===== config.mk =====
export PLATFORM = sky130hd
export DESIGN_NAME = water_level_sensor_filter
export DESIGN_NICKNAME = d
export VERILOG_FILES = /design/src/rtl/water_level_sensor_filter.sv
export SDC_FILE = /design/constraint.sdc
export NUM_CORES = 1
export LEC_CHECK = 0
export ABC_AREA = 1
export BUFFER_PORTS_ARGS = -buffer_cell sky130_fd_sc_hd__buf_2
export CAP_MARGIN = 40
export CELL_PAD_IN_SITES_DETAIL_PLACEMENT = 0
export CELL_PAD_IN_SITES_GLOBAL_PLACEMENT = 1
export CORE_ASPECT_RATIO = 0.7
export CORE_MARGIN = 2
export CORE_UTILIZATION = 39
export DETAILED_ROUTE_END_ITERATION = 12
export PLACE_DENSITY = 0.7
export SETUP_SLACK_MARGIN = 0.1
export SKIP_CTS_REPAIR_TIMING = 1
export SLEW_MARGIN = 5
export SYNTH_ARGS = -nofsm -noshare
export SYNTH_HDL_FRONTEND = slang
export SYNTH_SLANG_ARGS = --single-unit

===== constraint.sdc =====
create_clock -name clk -period 1.6 [get_ports clk]
set_clock_uncertainty 0.15 [all_clocks]
set_input_delay 0.08 -clock clk [delete_from_list [all_inputs] [get_ports clk]]
set_output_delay 0.08 -clock clk [all_outputs]
set_load 0.1 [all_outputs]

===== src/rtl/water_level_sensor_filter.sv =====
// Synchronises, debounces and classifies the three tank float switches into level flags.
// Build option: define WATER_FAULT_LATCH_EN to make FAULT sticky after the first post-reset recovery.
module water_level_sensor_filter #(
  parameter int DEBOUNCE_CYCLES = 4,
  parameter int FAULT_HOLD      = 8
) (
  input  logic       clk,
  input  logic       reset,
  input  logic       raw_low_sensor,
  input  logic       raw_mid_sensor,
  input  logic       raw_high_sensor,
  output logic       water_sensors_conflicting,
  output logic       high_water_level,
  output logic       low_water_level,
  output logic [1:0] water_level
);

  localparam int MAX_HOLD = (DEBOUNCE_CYCLES > FAULT_HOLD) ? DEBOUNCE_CYCLES : FAULT_HOLD;
  localparam int CW       = $clog2(MAX_HOLD + 1);
  localparam logic [CW-1:0] CNT_ZERO = {CW{1'b0}};
  localparam logic [CW-1:0] CNT_ONE  = CW'(1);
  localparam logic [CW-1:0] CNT_MAX  = {CW{1'b1}};
  localparam logic [CW-1:0] DB_LAST  = CW'(DEBOUNCE_CYCLES - 1);
  localparam logic [CW-1:0] FH_LAST  = CW'(FAULT_HOLD - 1);

  typedef enum logic [2:0] {
    ST_EMPTY = 3'd0,
    ST_LOW   = 3'd1,
    ST_MID   = 3'd2,
    ST_HIGH  = 3'd3,
    ST_FAULT = 3'd4
  } state_t;

  function automatic logic [CW-1:0] sat_inc(input logic [CW-1:0] c);
    if (c == CNT_MAX) sat_inc = c;
    else              sat_inc = c + CNT_ONE;
  endfunction

  function automatic logic is_consistent(input logic [2:0] p);
    case (p)
      3'b000, 3'b001, 3'b011, 3'b111: is_consistent = 1'b1;
      default:                        is_consistent = 1'b0;
    endcase
  endfunction

  function automatic state_t state_of(input logic [2:0] p);
    case (p)
      3'b001:  state_of = ST_LOW;
      3'b011:  state_of = ST_MID;
      3'b111:  state_of = ST_HIGH;
      default: state_of = ST_EMPTY;
    endcase
  endfunction

  function automatic logic [1:0] level_code(input state_t s);
    case (s)
      ST_LOW:  level_code = 2'd1;
      ST_MID:  level_code = 2'd2;
      ST_HIGH: level_code = 2'd3;
      default: level_code = 2'd0;
    endcase
  endfunction

  logic [2:0]         raw;
  logic [2:0]         sync_meta;
  logic [2:0]         sync;
  logic [2:0]         stable;
  logic [2:0]         stable_next;
  logic [2:0][CW-1:0] db_cnt;
  logic [2:0][CW-1:0] db_cnt_next;
  state_t             state;
  state_t             state_next;
  logic [CW-1:0]      fault_cnt;
  logic [CW-1:0]      fault_cnt_next;
  logic               p_ok;
  logic               p_changed;
  logic               fault_locked;

  assign raw = {raw_high_sensor, raw_mid_sensor, raw_low_sensor};

  // Two-flop synchroniser for the asynchronous switches.
  always_ff @(posedge clk) begin
    if (reset) begin
      sync_meta <= 3'b000;
      sync      <= 3'b000;
    end else begin
      sync_meta <= raw;
      sync      <= sync_meta;
    end
  end

  // Per-switch debounce: flip the stable bit on the edge the disagreement count would hit the limit.
  always_comb begin
    stable_next = stable;
    db_cnt_next = '0;
    for (int i = 0; i < 3; i++) begin
      if (sync[i] != stable[i]) begin
        if (db_cnt[i] == DB_LAST) begin
          stable_next[i] = ~stable[i];
          db_cnt_next[i] = CNT_ZERO;
        end else begin
          db_cnt_next[i] = sat_inc(db_cnt[i]);
        end
      end else begin
        db_cnt_next[i] = CNT_ZERO;
      end
    end
  end

  // Debounce state registers.
  always_ff @(posedge clk) begin
    if (reset) begin
      stable <= 3'b000;
      db_cnt <= '0;
    end else begin
      stable <= stable_next;
      db_cnt <= db_cnt_next;
    end
  end

  // The FSM looks at the pattern the stable bits take on this edge, so a flip reaches the state with no extra cycle.
  assign p_ok      = is_consistent(stable_next);
  assign p_changed = (stable_next != stable);

`ifdef WATER_FAULT_LATCH_EN
  logic armed;

  // Arms on the first exit from FAULT; afterwards FAULT is left only through reset.
  always_ff @(posedge clk) begin
    if (reset) begin
      armed <= 1'b0;
    end else if ((state == ST_FAULT) && (state_next != ST_FAULT)) begin
      armed <= 1'b1;
    end else begin
      armed <= armed;
    end
  end

  assign fault_locked = armed;
`else
  assign fault_locked = 1'b0;
`endif

  // Next-state logic: fault entry after FAULT_HOLD inconsistent cycles, recovery after FAULT_HOLD clean, unchanged cycles.
  always_comb begin
    state_next     = state;
    fault_cnt_next = CNT_ZERO;
    case (state)
      ST_EMPTY, ST_LOW, ST_MID, ST_HIGH: begin
        if (p_ok) begin
          state_next = state_of(stable_next);
        end else if (fault_cnt == FH_LAST) begin
          state_next = ST_FAULT;
        end else begin
          fault_cnt_next = sat_inc(fault_cnt);
        end
      end
      ST_FAULT: begin
        if (!p_ok || p_changed || fault_locked) begin
          fault_cnt_next = CNT_ZERO;
        end else if (fault_cnt == FH_LAST) begin
          state_next = state_of(stable_next);
        end else begin
          fault_cnt_next = sat_inc(fault_cnt);
        end
      end
      default: begin
        state_next = ST_FAULT;
      end
    endcase
  end

  // State register; reset lands in FAULT so the valve stays closed until the sensors agree.
  always_ff @(posedge clk) begin
    if (reset) begin
      state     <= ST_FAULT;
      fault_cnt <= CNT_ZERO;
    end else begin
      state     <= state_next;
      fault_cnt <= fault_cnt_next;
    end
  end

  // Registered outputs decoded from the state being entered; the level is frozen while in FAULT.
  always_ff @(posedge clk) begin
    if (reset) begin
      water_sensors_conflicting <= 1'b1;
      high_water_level          <= 1'b0;
      low_water_level           <= 1'b0;
      water_level               <= 2'd0;
    end else begin
      water_sensors_conflicting <= (state_next == ST_FAULT);
      high_water_level          <= (state_next == ST_HIGH);
      low_water_level           <= (state_next == ST_EMPTY);
      if (state_next != ST_FAULT) begin
        water_level <= level_code(state_next);
      end else begin
        water_level <= water_level;
      end
    end
  end

endmodule


### Yosys cells after proc, flatten, opt, wreduce, memory -nomap -nowiden

Cells that the tools add are included.

* logic and storage cells: 75
* bits in latches: 0
* bits in read-only memories: 0
* output and inout bits: 5
* bits in registers: 33
* memory bits (writable): 0
* memories: 0

* shift-type cells: 0
* $mul: 0
* equality and inequality tests: 24
* divide/modulo/power cells: 0
* order comparisons: 0
* bitwise logic cells: 6
* $add $sub $neg: 4
* reductions and logical operators: 10
* multiplexer cells: 19

Operators with widths (number)
* $add A4 B1 Y4 const B: 4
* $eq A4 B4 Y1 const B: 4
* $mux W4: 4
* $eq A3 B2 Y1 const B: 5
* $eq A4 B2 Y1 const B: 3
* $mux W3: 4
* $pmux W2 S3: 2
* $eq A3 B1 Y1 const B: 3
* $eq A3 B3 Y1 const B: 3
* $logic_not A3 Y1: 3
* $reduce_or A3 Y1: 3
* $pmux W4 S2: 1
* $reduce_or A4 Y1: 2
* $mux W1: 7
* $not A1 Y1: 6
* $pmux W3 S2: 1
* $eq A4 B3 Y1 const B: 1
* $ne A1 B1 Y1: 3
* $ne A3 B3 Y1: 1
* $ne A3 B3 Y1 const B: 1
* $logic_not A1 Y1: 1
* $logic_or A1 B1 Y1: 1

### Longest topological paths before layout

* depth in word-level cells: 12
* depth in mapped cells: 11

### Least setup slack after synthesis

No wires, ideal clock.

* kind: flip-flop to flip-flop
* from: register fault_cnt[0]
* to: register water_level[1]
* data required time: 1.336 ns
* setup time: 0.114 ns
* setup slack: 0.042 ns
* data arrival time: 1.294 ns
* buffers on the path: 0
* cell stages (with the launch flop): 11
* path through: dfxtp_1 -> ha_1 -> nand2_2 -> nor2_4 -> inv_2 -> nor2_1 -> nand3_2 -> nand2_4 -> nand2_1 -> nand2_1 -> nand2_1

* word-level cells in the longest chain between the ends: 6

RTL lines
* from (decl): line 73 `logic [CW-1:0] fault_cnt;`
* from (signal assigned): line 180 `fault_cnt <= fault_cnt_next;`
* $eq A4 B3 Y1 *: line 152, 161
* $mux W3 (on tied branches): line 161, 152
* $mux W3 (on tied branches): line 159, 150
* $pmux W3 S2 *: line 148 `case (state)`
* $eq A3 B2 Y1 / $eq A3 B1 Y1 (equally long branches): line 56 `case (s)`
* $pmux W2 S3: line 56
* to (signal assigned): line 196 `water_level <= level_code(state_next);`
* to (signal assigned): line 198 `water_level <= water_level;`
* to (decl): line 15 `output logic [1:0] water_level`

Mark *: on every way between the ends. The rest lies on a longest branch, timed or not.
A chain may end at the register's enable or synchronous reset.

### Worst setup path after layout

* from: register db_cnt[5] in the netlist's numbering
* to: register low_water_level

* word-level cells in the longest chain between the ends: 11

RTL lines
* from (decl): line 69 `logic [2:0][CW-1:0] db_cnt;`
* from (signal assigned): line 117 `db_cnt <= db_cnt_next;`
* $eq A4 B2 Y1 *: line 98 `if (db_cnt[i] == DB_LAST) begin`
* $mux W1 *: line 98
* $mux W1 *: line 97 `if (sync[i] != stable[i]) begin`
* $eq A3 B3 Y1 (tied with other cells): line 40, 47
* $reduce_or A4 Y1: line 40 `case (p)`
* $mux W1: line 40
* $logic_not A1 Y1: line 159 `if (!p_ok || p_changed || fault_locked) begin`
* $logic_or A1 B1 Y1: line 159
* $mux W3: line 159
* $pmux W3 S2 *: line 148
* $logic_not A3 Y1 *: line 194 `low_water_level <= (state_next == ST_EMPTY);`
* to (signal assigned): line 194
* to (decl): line 14 `output logic low_water_level,`

Marks and branches as above.

==> results.md <==
- Commonest cells in the netlist: 35 x nand2_1, 33 x dfxtp_1, 26 x inv_1, 25 x nand3_1, 24 x nor2_1
- Area grow syn2layout: 33.5%
- Placed Cells: 271
- Yosys top cell area share: 0.413
- Root Driver: clkbuf_8
- Detailed Routing Iterations Pass 1: 5
- Max Slew Vio Count: 0
- Fmax: 0.627 GHz
- Critical path data required time: 1640 ps
- Metal2 WL: 1670 um
- Die Y: 57.6 um
- Worst Setup Start Kind: flip-flop
- R2R Path End: low_water_level
- Die area: 4630 sq um
- Row count: 19
- Die Span X: 80.5 um
- CTS H-tree lvls: 2
- Pwr Density: 828 nW/um^2
- Metal3 WL: 94 um
- Crit path from: db_cnt[5]
- FF-to-FF setup slack: 5 ps
- Syn_area_per_cell: 7.72 sq um
- Worst-path clk slew: 70 ps
- Yosys cell types: 25
- Setup violators final: 0
- Final GP Congestion: 0.703
- CP endpoint kind: flip-flop
- Fin. Hold Viols: 0
- First-pass GRT wire length: 5350 um
- CTS buffer count: 5
- CP Data Arrival Time: 1630 ps
- FF-to-FF path depth: 11
- Wirelength per Cell: 12.0 um
- Number of global-route vias before repair: 1263
- All-Layer GR Usage: 0.156
- Syn nets: 216
- Leakage: 0.893 nW
- Port Buf Inserts: 9
- Post-synth ARST share: 0
- Total Power: 1.77 mW
- Met1 Wirelength: 1630 um
- Initial DRC Count: 53
- Tmin final: 1590 ps
- Top Layer Used: met4
- Yosys Warn Count: 0
- Initial Util: 0.407
- Share of cells above drive strength 1: 0.402
- Sequential share of the synthesized area: 0.413
- Worst Setup EP: low_water_level
- Vias per cell: 4.77
- Skew-Pair Late Insertion Delay: 290 ps
- # Max-Cap Violations: 0
- Congestion Overflow GR: 0
- Routed vias: 1364
- CP max FO: 7
- Max VDD drop: 508 uV
- Slew @ Worst Pin: 488 ps
- Synth Flop Type: dfxtp_1
- Multi-input gate area: 1010 sq um
- Syn Inst Count: 207
- Filler cells: 384
- Diode count: 0
- HPWL after detailed placement: 2470 um
- TritonCTS Sinks: 33
- Setup TNS: 0 ps
- Residual DRC count: 0
- Core outline area: 3920 sq um
- Post-synth design cell area: 1600 sq um
- Register area: 688 sq um
- Synth top area cells: dfxtp_1 41%, nand2_1 8.2%, nand3_1 7.8%, inv_1 6.1%, nor2_1 5.6%
- Max_slew headroom: 0.677
- Antenna violations before repair: 0
- #FFs+latches synth: 33
- Hold crit path type: in2reg
- Beginning of the worst register-to-register path: db_cnt[5]
- Status: completed
- RSZ-0062 raised after global routing: yes
- Crit Path Category: reg2reg
- Remaining antenna violation count: 0
- Final worst-path cycle share: 0.997
- CTS tree: yes
- Largest net degree at the start of global routing: 16
- EDFF count, synth: 0
- Final #Nets: 242
- Post-synth top area cell: dfxtp_1
- Drt total wl: 3450 um
- Clock Path Buffers: 2
- Io pins: 10
- Fin cells: 286
- Fin util: 0.544
- Top-count cell post-synth: nand2_1
==> registers in the layout, summed over array words and instances, names as in the netlist <==
signal and flops:
high_water_level 1, fault_cnt 4, stable 3, water_sensors_conflicting 1
db_cnt 12, sync 3, low_water_level 1, state 3
water_level 2, sync_meta 3
==> cell usage in the layout (no fill, tap or decap), types with 8 or more instances in the layout <==
cell	Yosys	routed
a21oi_1	15	11
buf_2	0	9
buf_4	0	9
dfxtp_1	33	23
inv_1	26	24
nand2_1	35	24
nand2_2	7	14
nand2_4	5	8
nand3_1	25	18
nand3_2	2	8
nor2_1	24	21
==> metrics by stage <==
stage / worst slack (ps) / area, sq um / hold WS, ps
5_1_grt: -61.4 / 2130 / 50.4
3_3_place_gp: 35.6 / 1790 / 133
2_1_floorplan: 104 / 1650 / 37.0
4_1_cts: -57.1 / 1910 / -164
3_5_place_dp: -35.4 / 1790 / 138
6_report: 5.13 / 2130 / 21.9
==> area by class of cell <==
type | count | share of cell area
flip-flops and latches | 33 | 0.323
repair buffers | 21 | 0.0669
inverters | 28 | 0.0504
well taps | 52 | 0.0305
clock inverters | 2 | 0.0176
multi-input cells | 144 | 0.473
clock buffers | 6 | 0.0387
==> power by group <==
group | switching [mW] | total, mW | internal (mW)
clock network | 0.309 | 0.815 | 0.506
registers | 0.0177 | 0.851 | 0.834
logic | 0.0534 | 0.0994 | 0.0460
total | 0.380 | 1.77 | 1.39
==> metal layers <==
metal | up-vias | track usage
met5 | - | 0
met4 | 0 | 0.0872
met3 | 5 | 0.0475
met2 | 16 | 0.245
met1 | 633 | 0.193
li1 | 710 | -
==> logic make-up (layout without fill, tap and decap cells) <==
family,count (synthesis),after routing,share of synthesized area
compound gates,17,17,0.0540
flops,33,33,0.413
fa+ha+maj,4,4,0.0313
simple gates,114,114,0.381
buf+inv,30,57,0.0713
xor+xnor,9,9,0.0493
==> worst max-delay path, stage by stage, from the launching register on <==
cell and delay, ps:
dfxtp_4 360, ha_4 190, nand2_4 90, nand2_2 50, nand2_2 90, nand2_4 80, nand2_4 100, nand3_4 100
nand2_8 100, nand2_1 70, nand2_2 70, nor2_2 30
==> how the worst min path moves through the flow <==
stage | endpoint | cells past startpoint | start
after floorplan | sync_meta[0] | 2 | raw_low_sensor
after global placement | sync_meta[2] | 3 | raw_high_sensor
after CTS | sync_meta[1] | 3 | raw_mid_sensor
final | fault_cnt[1] | 3 | reset
after global routing | fault_cnt[1] | 3 | reset
after detailed placement | sync_meta[1] | 3 | raw_mid_sensor
No activity file was read; power rests on OpenSTA's default activity.
